[src/rtl/asg_out_pkg.sv]
// Shared types and default widths for the ASG output stage.
// Latency: n/a (declarations only).
// Backpressure: n/a (declarations only).
package asg_out_pkg;

  localparam int ASG_DW    = 14;
  localparam int ASG_CNT_W = 32;

  // Output-stage mode: normal tracking, ramping to 0, parked at 0, ramping back.
  typedef enum logic [1:0] {
    RUN      = 2'd0,
    MUTING   = 2'd1,
    MUTED    = 2'd2,
    UNMUTING = 2'd3
  } asg_state_e;

endpackage

[src/rtl/asg_slew_step.sv]
// Moves cur toward target by at most step; step of 0 means jump straight to target.
// Latency: purely combinational.
// Backpressure: none; evaluated every cycle.
module asg_slew_step
  import asg_out_pkg::*;
#(
  parameter int DW = ASG_DW
) (
  input  logic signed [DW-1:0] cur,
  input  logic signed [DW-1:0] target,
  input  logic        [DW-1:0] step,
  output logic signed [DW-1:0] nxt,
  output logic                 clipped
);

  logic [DW:0] diff;
  logic [DW:0] mag;
  logic [DW:0] sum_up;
  logic [DW:0] sum_dn;

  // One extra bit keeps the full-scale difference (+/-(2^DW-1)) exact.
  always_comb begin
    diff    = {target[DW-1], target} - {cur[DW-1], cur};
    mag     = diff[DW] ? (~diff + 1'b1) : diff;
    clipped = (step != '0) && (mag > {1'b0, step});
    sum_up  = {cur[DW-1], cur} + {1'b0, step};
    sum_dn  = {cur[DW-1], cur} - {1'b0, step};
    // A clipped result lies strictly between cur and target, so truncation is safe.
    if (!clipped)
      nxt = target;
    else if (diff[DW])
      nxt = sum_dn[DW-1:0];
    else
      nxt = sum_up[DW-1:0];
  end

endmodule

[src/rtl/asg_out_slew_limiter.sv]
// ASG channel output slew limiter with soft mute, status flags and clipped-cycle counter.
// Latency: 1 cycle asg_dat_i -> dac_o when not limiting.
// Backpressure: none; a new sample is accepted every dac_clk_i cycle.
module asg_out_slew_limiter
  import asg_out_pkg::*;
#(
  parameter int DW    = ASG_DW,
  parameter int CNT_W = ASG_CNT_W
) (
  input  logic                 dac_clk_i,
  input  logic                 dac_rst_i,
  input  logic signed [DW-1:0] asg_dat_i,
  input  logic        [DW-1:0] set_step_i,
  input  logic                 set_mute_i,
  input  logic                 cnt_clr_i,
  output logic signed [DW-1:0] dac_o,
  output logic                 limiting_o,
  output logic                 muted_o,
  output logic                 busy_o,
  output logic     [CNT_W-1:0] lim_cnt_o
);

  asg_state_e          state_q;
  asg_state_e          state_d;
  logic signed [DW-1:0] dac_q;
  logic                 lim_q;
  logic     [CNT_W-1:0] cnt_q;
  logic signed [DW-1:0] target;
  logic signed [DW-1:0] dac_d;
  logic                 clipped;

  // Mute ramps head for 0; otherwise follow the channel sample.
  always_comb begin
    target = asg_dat_i;
    if (state_q == MUTING || state_q == MUTED)
      target = '0;
  end

  asg_slew_step #(.DW(DW)) u_step (
    .cur     (dac_q),
    .target  (target),
    .step    (set_step_i),
    .nxt     (dac_d),
    .clipped (clipped)
  );

  // Next-state decisions look at this cycle's computed output, not the registered one.
  always_comb begin
    state_d = state_q;
    case (state_q)
      RUN:      if (set_mute_i) state_d = MUTING;
      MUTING:   if (!set_mute_i) state_d = UNMUTING;
                else if (dac_d == '0) state_d = MUTED;
      MUTED:    if (!set_mute_i) state_d = UNMUTING;
      UNMUTING: if (set_mute_i) state_d = MUTING;
                else if (!clipped) state_d = RUN;
      default:  state_d = RUN;
    endcase
  end

  // Output, flag, state and counter registers; counter clear beats increment and sticks at all-ones.
  always_ff @(posedge dac_clk_i) begin
    if (dac_rst_i) begin
      state_q <= RUN;
      dac_q   <= '0;
      lim_q   <= 1'b0;
      cnt_q   <= '0;
    end else begin
      state_q <= state_d;
      dac_q   <= dac_d;
      lim_q   <= clipped;
      if (cnt_clr_i)
        cnt_q <= '0;
      else if (state_q == RUN && clipped && cnt_q != '1)
        cnt_q <= cnt_q + CNT_W'(1);
    end
  end

  assign dac_o      = dac_q;
  assign limiting_o = lim_q;
  assign muted_o    = (state_q == MUTED);
  assign busy_o     = (state_q == MUTING) || (state_q == UNMUTING);
  assign lim_cnt_o  = cnt_q;

endmodule

[config.mk]
export PLATFORM = sky130hd
export DESIGN_NAME = asg_out_slew_limiter
export DESIGN_NICKNAME = d
export VERILOG_FILES = /design/src/rtl/asg_out_pkg.sv /design/src/rtl/asg_slew_step.sv /design/src/rtl/asg_out_slew_limiter.sv
export SDC_FILE = /design/constraint.sdc
export NUM_CORES = 1
export LEC_CHECK = 0
export CAP_MARGIN = 20
export CORE_MARGIN = 8
export CORE_UTILIZATION = 45
export CTS_CLUSTER_DIAMETER = 120
export CTS_CLUSTER_SIZE = 28
export DETAILED_ROUTE_END_ITERATION = 10
export PLACE_DENSITY = 0.74
export SYNTH_ARGS = -nofsm -noshare
export SYNTH_HDL_FRONTEND = slang
export SYNTH_SLANG_ARGS = --single-unit
[constraint.sdc]
create_clock -name dac_clk_i -period 9.7 [get_ports dac_clk_i]
set_clock_uncertainty 0.15 [all_clocks]
set_input_delay 0.97 -clock dac_clk_i [delete_from_list [all_inputs] [get_ports dac_clk_i]]
set_output_delay 0.97 -clock dac_clk_i [all_outputs]
set_load 0.005 [all_outputs]
# --- Yosys cells after proc, flatten, opt, wreduce, memory -nomap -nowiden ---
# Index checks and enable logic that the tools add are counted.
word_totals:
  reg_bits: 49
  in_bits: 32
  out_inout_bits: 49
  word_cells: 40
op_classes:
  addsub: 5
  n_lt_le_gt_ge: 1
  eq_ne: 8
  n_mux: 11
  bitwise_logic: 1
  reduce_logical: 10
op_table:
  columns: ["op", "n"]
  rows:
  - ["14-bit 2-to-1 mux", 3]
  - ["32-bit by 1-bit adder with 32-bit output (second input constant)", 1]
  - ["32-bit != test (second input constant)", 1]
  - ["15-bit by 1-bit adder with 15-bit output (second input constant)", 1]
  - ["15-bit by 14-bit > comparator with 1-bit output", 1]
  - ["15-bit 2-to-1 mux", 1]
  - ["15-bit inverter", 1]
  - ["14-bit by 14-bit subtractor with 15-bit output", 1]
  - ["14-bit adder", 1]
  - ["14-bit logical NOT", 1]
  - ["14-bit nonzero test", 1]
  - ["14-bit subtractor", 1]
  - ["2-bit 2-to-1 mux", 6]
  - ["2-bit one-hot mux with 4 select lines", 1]
  - ["2-bit equality test (second input constant)", 2]
  - ["2-bit != test (second input constant)", 2]
  - ["4-bit AND reduction", 1]
  - ["1-bit logical AND", 3]
  - ["3-bit by 2-bit != test with 1-bit output (second input constant)", 1]
  - ["3-bit != test (second input constant)", 1]
  - ["2-bit by 1-bit equality test with 1-bit output (second input constant)", 1]
  - ["2-bit logical NOT", 1]
  - ["1-bit logical OR", 2]
  - ["2-bit OR reduction", 1]

# --- Longest topological paths before layout ---
logic_depth:
  word_depth: 14
  ltp_mapped: 26
  depth_no_buf: 25

# --- Cells and area by module ---
# A second synthesis with hierarchy kept.
hier_totals:
  cells_unflattened: 633
  hier_area_um2: 5056.1
by_module_without_submodules:
  columns: ["mod", "instances", "cells_per_inst", "area_each_um2", "seq_area_each_um2"]
  rows:
  - ["asg_slew_step", 1, 362, 2587.5, 0.0]
  - ["asg_out_slew_limiter", 1, 271, 2468.6, 980.9]

# --- Least setup slack after synthesis ---
# OpenSTA, ideal clock, no wires.
synth_timing:
  kind: "register to register"
  startpoint: "register state_q[1]"
  endpoint: "register state_q[0]"
  setup_ns: 0.121
  arrival_ns: 5.528
  required_time_ns: 9.429
  setup_slack_ns: 3.901
  path_stages_with_launch: 23
  n_path_buf: 2
  synth_period_minus_slack_ns: 5.799
  path_cell_list: "dfxtp_1 > inv_1 > ha_1 > clkbuf_1 > nor2b_1 > ha_1 > o21ai_1 > a21oi_1 > nand2_1 > o2111a_1 > a21oi_1 > clkbuf_1 > nand2_1 > xnor2_1 > ha_1 > or4_1 > o311a_1 > or3_1 > a22oi_1 > o2111ai_1 > a2111oi_0 > nor3b_1 > mux2_2"
synth_between:
  elab_chain_cells: 13
  word_cells_on_any_way: 21
  cone_classes: "add/sub (2); order compare (1); eq/ne (7); mux (5); bitwise (1); reduce/logical (5)"
synth_rtl:
  columns: ["element", "line_no", "source"]
  rows:
  - ["start: declaration", "asg_out_slew_limiter.sv:23", "asg_state_e state_q;"]
  - ["start signal: assignment", "asg_out_slew_limiter.sv:69", "state_q <= state_d;"]
  - ["2-bit by 1-bit equality test with 1-bit output / 2-bit equality test (equally long branches)", "asg_out_slew_limiter.sv:35, asg_out_slew_limiter.sv:50", null]
  - ["1-bit logical OR", "asg_out_slew_limiter.sv:35", "if (state_q == MUTING || state_q == MUTED)"]
  - ["14-bit 2-to-1 mux", "asg_out_slew_limiter.sv:35", null]
  - ["14-bit by 14-bit subtractor with 15-bit output", "asg_slew_step.sv:23", "diff = {target[DW-1], target} - {cur[DW-1], cur};"]
  - ["15-bit inverter", "asg_slew_step.sv:24", "mag = diff[DW] ? (~diff + 1'b1) : diff;"]
  - ["15-bit by 1-bit adder with 15-bit output", "asg_slew_step.sv:24", null]
  - ["15-bit 2-to-1 mux", "asg_slew_step.sv:24", null]
  - ["15-bit by 14-bit > comparator with 1-bit output", "asg_slew_step.sv:25", "clipped = (step != '0) && (mag > {1'b0, step});"]
  - ["1-bit logical AND", "asg_slew_step.sv:25", null]
  - ["14-bit 2-to-1 mux", "asg_slew_step.sv:29", "if (!clipped)"]
  - ["14-bit logical NOT", "asg_out_slew_limiter.sv:53", "else if (dac_d == '0) state_d = MUTED;"]
  - ["3-bit by 2-bit != test with 1-bit output (no line)", null, null]
  - ["4-bit AND reduction (no line)", null, null]
# Parallel ways exist; a longest one is shown, timed or not.
# A chain may end at the register's enable or synchronous reset.

# --- Final worst setup path ---
layout_timing:
  startpoint: "register state_q[0]"
  endpoint: "register cnt_q[30], in the netlist lim_cnt_o[30]"
layout_between:
  elab_chain_cells: 11
  word_cells_on_any_way: 13
  cone_classes: "add/sub (2); order compare (1); eq/ne (2); mux (2); bitwise (1); reduce/logical (5)"
layout_rtl:
  columns: ["element", "line_no", "source"]
  rows:
  - ["2-bit by 1-bit equality test with 1-bit output / 2-bit equality test (equally long branches)", "asg_out_slew_limiter.sv:35", null]
  - ["1-bit logical OR", "asg_out_slew_limiter.sv:35", null]
  - ["14-bit 2-to-1 mux", "asg_out_slew_limiter.sv:35", null]
  - ["14-bit by 14-bit subtractor with 15-bit output", "asg_slew_step.sv:23", null]
  - ["15-bit inverter", "asg_slew_step.sv:24", null]
  - ["15-bit by 1-bit adder with 15-bit output", "asg_slew_step.sv:24", null]
  - ["15-bit 2-to-1 mux", "asg_slew_step.sv:24", null]
  - ["15-bit by 14-bit > comparator with 1-bit output", "asg_slew_step.sv:25", null]
  - ["1-bit logical AND", "asg_slew_step.sv:25", null]
  - ["1-bit logical AND (*) (2 in series)", "asg_out_slew_limiter.sv:74", "else if (state_q == RUN && clipped && cnt_q != '1)"]
  - ["end signal: assignment", "asg_out_slew_limiter.sv:75", "cnt_q <= cnt_q + CNT_W'(1);"]
  - ["end: declaration", "asg_out_slew_limiter.sv:27", "logic [CNT_W-1:0] cnt_q;"]
# Mark *: on every way between the ends. The rest lies on a longest branch, timed or not.

==> out/results.ini <==
[sta]
maxSlewHeadroom_pct = 37.94
slew_violations = 0
fin_setup_tns_ps = 0
fmax_mhz = 144.4
period_share_pct = 71.41
hold_viol = 0
rsz0062_at_grt = false
setup_viol = 0
worst_slew_pin_slew_ps = 928.1
fin_crit_ps = 6926

[die]
start_util_pct = 45.42
core_um2 = 11220
fp.dieH_um = 122.4
die-area_um2 = 14990
ioPinCount = 81
fp.dieW_um = 122.4
rows = 39

[route]
vias_per_cell = 6.058
drc = 0
routed_wl_um = 15910
wire_per_inst_um = 18.24
drt-initial-drc-count = 605
first_pass_iters = 5
via_count = 5283
ant_nets = 0

[clock_network]
cts_tree = built
cts_hold_buf = 0
h-tree-depth = 2
clk_latency_ps = 300
clock_sinks = 49
clk_pin_slew_ps = 70
cts_root_buf = clkbuf_16
numCtsBuffers = 5
cts_buffer_depth = 2
cts_setup_buffers = 0
ctsResizeCount = 0

[yosys]
seq_area_frac_synth_pct = 19.24
synthMostInstantiatedCell = inv_1
syn_area_per_cell_um2 = 7.735
synth_warnings = 0
yosysTopAreaCell = dfxtp_1
postSynthCellCount = 659
synthTopCellsByCount = inv_1, nand2_1, ha_1
syn_area_um2 = 5097
synth_cell_types = 76
synth-edff-count = 0
synthTopCellsByArea = dfxtp_1, ha_1, xnor2_1
synth-main-ff-cell = dfxtp_1
async_flop_share_pct = 0
ys_ff_latch = 49
synth_top_area_share_pct = 19.24
synth_nets = 742

[min_path]
hold_class = reg2reg

[power]
peakVddDrop_mv = 0.2980
power.density_nw_per_um2 = 432.1
swShare_pct = 53.16
p_sw_mw = 1.418
p_seq_share_pct = 9.9
p_clk_share_pct = 7.5
combPwrFrac_pct = 82.6
p_int_mw = 1.249
p_leak_nw = 2.447

[global_routing]
grt_start_max_net_pins = 31
grt.total_usage_pct = 21.12
grt_pass1_vias = 5230
overflow = 0
antenna_found_initial = 0
grt_pass1_wl_um = 25740

[worst_setup_path]
critical_path_class = reg2reg
cp_max_fo = 25
worst_setup_path_start_kind = register
cp.arrival_ps = 7010
required_ps = 9780
endpoint_kind = register

[final_layout]
fin_cells = 872
drive_above_1_share_pct = 6.447
syn_to_final_growth_pct = 21.08
final_nets = 811
antennaDiodeCount = 0

[placement]
portBuffers = 80
gp_congestion = 0.8956
dp_cells = 862
dp_hpwl_um = 12500

[status]
status = completed

[run]
drv_cap = 0

## flip-flops by register name (all words and copies together), names as in the netlist
signal,cells
state_q,2
lim_cnt_o,32
limiting_o,1
dac_o,14
## power by group through the flow
stage / registers [mW] / logic [mW] / clock network [mW]
after floorplan: 0.260 / 1.63 / 0
final: 0.264 / 2.20 / 0.201
after global placement: 0.267 / 2.07 / 0
after detailed placement: 0.268 / 2.14 / 0
after global routing: 0.266 / 2.42 / 0.212
after CTS: 0.263 / 2.15 / 0.204
## worst paths after layout
check / from / to / slack [ps] / depth (start not counted)
max: state_q[0] / lim_cnt_o[30] / 2770 / 24
min: lim_cnt_o[30] / lim_cnt_o[30] / 360 / 2
max reg2reg: state_q[0] / lim_cnt_o[30] / 2770 / 24
min reg2reg: lim_cnt_o[30] / lim_cnt_o[30] / 360 / 2
## through the flow
stage	area (um^2)	hold slack, ps	setup slack (ps)	power (mW)	util (%)
finish	6172	358.6	2774	2.667	54.99
global route	6172	385.4	2219	2.897	54.99
CTS	6150	356.5	2704	2.621	54.79
detailed placement	5982	339.6	2639	2.407	53.30
global placement	5982	327.0	2831	2.340	53.30
floorplan	5097	321.2	3901	1.891	-
## critical path: stages, from the launching register on
cell and delay, ps:
dfxtp_1 370, inv_1 110, ha_1 770, inv_1 220, nand2_1 110, ha_1 240, inv_1 70, ha_1 210
a21oi_1 240, nand2_1 90, a211oi_1 350, nor2_1 110, or3_1 350, nor3_1 310, nand4_1 220, o31ai_1 330
xnor2_1 180, ha_1 250, nor2_1 70, a211oi_1 380, o41ai_4 140, buf_4 260, a2111oi_4 820, nor3b_2 310
mux2i_1 190
## area by class of cell
type,count,area [um^2]
repair buffers,83,830.8
flip-flops and latches,49,980.9
multi-input cells,534,3807
well taps,143,178.9
inverters,55,206.4
clock buffers,6,128.9
clock inverters,2,38.79
fillers,1096,5051
## routing by layer
layer  vias to the layer above  GRT usage [%]  part of all wire [%]
met5                         -              0                     0
met4                         0          7.921                   2.7
met3                        31          3.864                   7.1
met2                       190          36.97                    49
met1                      2497          25.20                    42
li1                       2565              -                     -
## cell usage in the layout (no fill, tap or decap), types with 10 or more instances in the layout
cell type / synthesis / final
clkdlybuf4s50_1: 0 / 80
inv_1: 55 / 55
nand2_1: 52 / 52
ha_1: 50 / 50
a21oi_1: 49 / 49
dfxtp_1: 49 / 49
nor2_1: 48 / 48
xnor2_1: 38 / 38
nand3_1: 36 / 36
o21ai_0: 22 / 22
a21o_1: 18 / 18
nand4_1: 17 / 17
nor2b_1: 15 / 15
nor3_1: 11 / 11
a31o_2: 11 / 11
or3_1: 10 / 10
## cell families (layout without fill, tap and decap cells)
family                   count (synthesis)  count (layout)  share of synthesized area (%)
multiplexers                             7               7                          1.399
XOR/XNOR                                41              41                          7.192
adder cells (fa/ha/maj)                 51              51                          12.67
AND/OR/NAND/NOR                        250             250                          26.34
flip-flops                              49              49                          19.24
buffers and inverters                   76             146                          6.283
AO/OA/AOI/OAI                          185             185                          26.88
(Power assumes the default switching activity.)
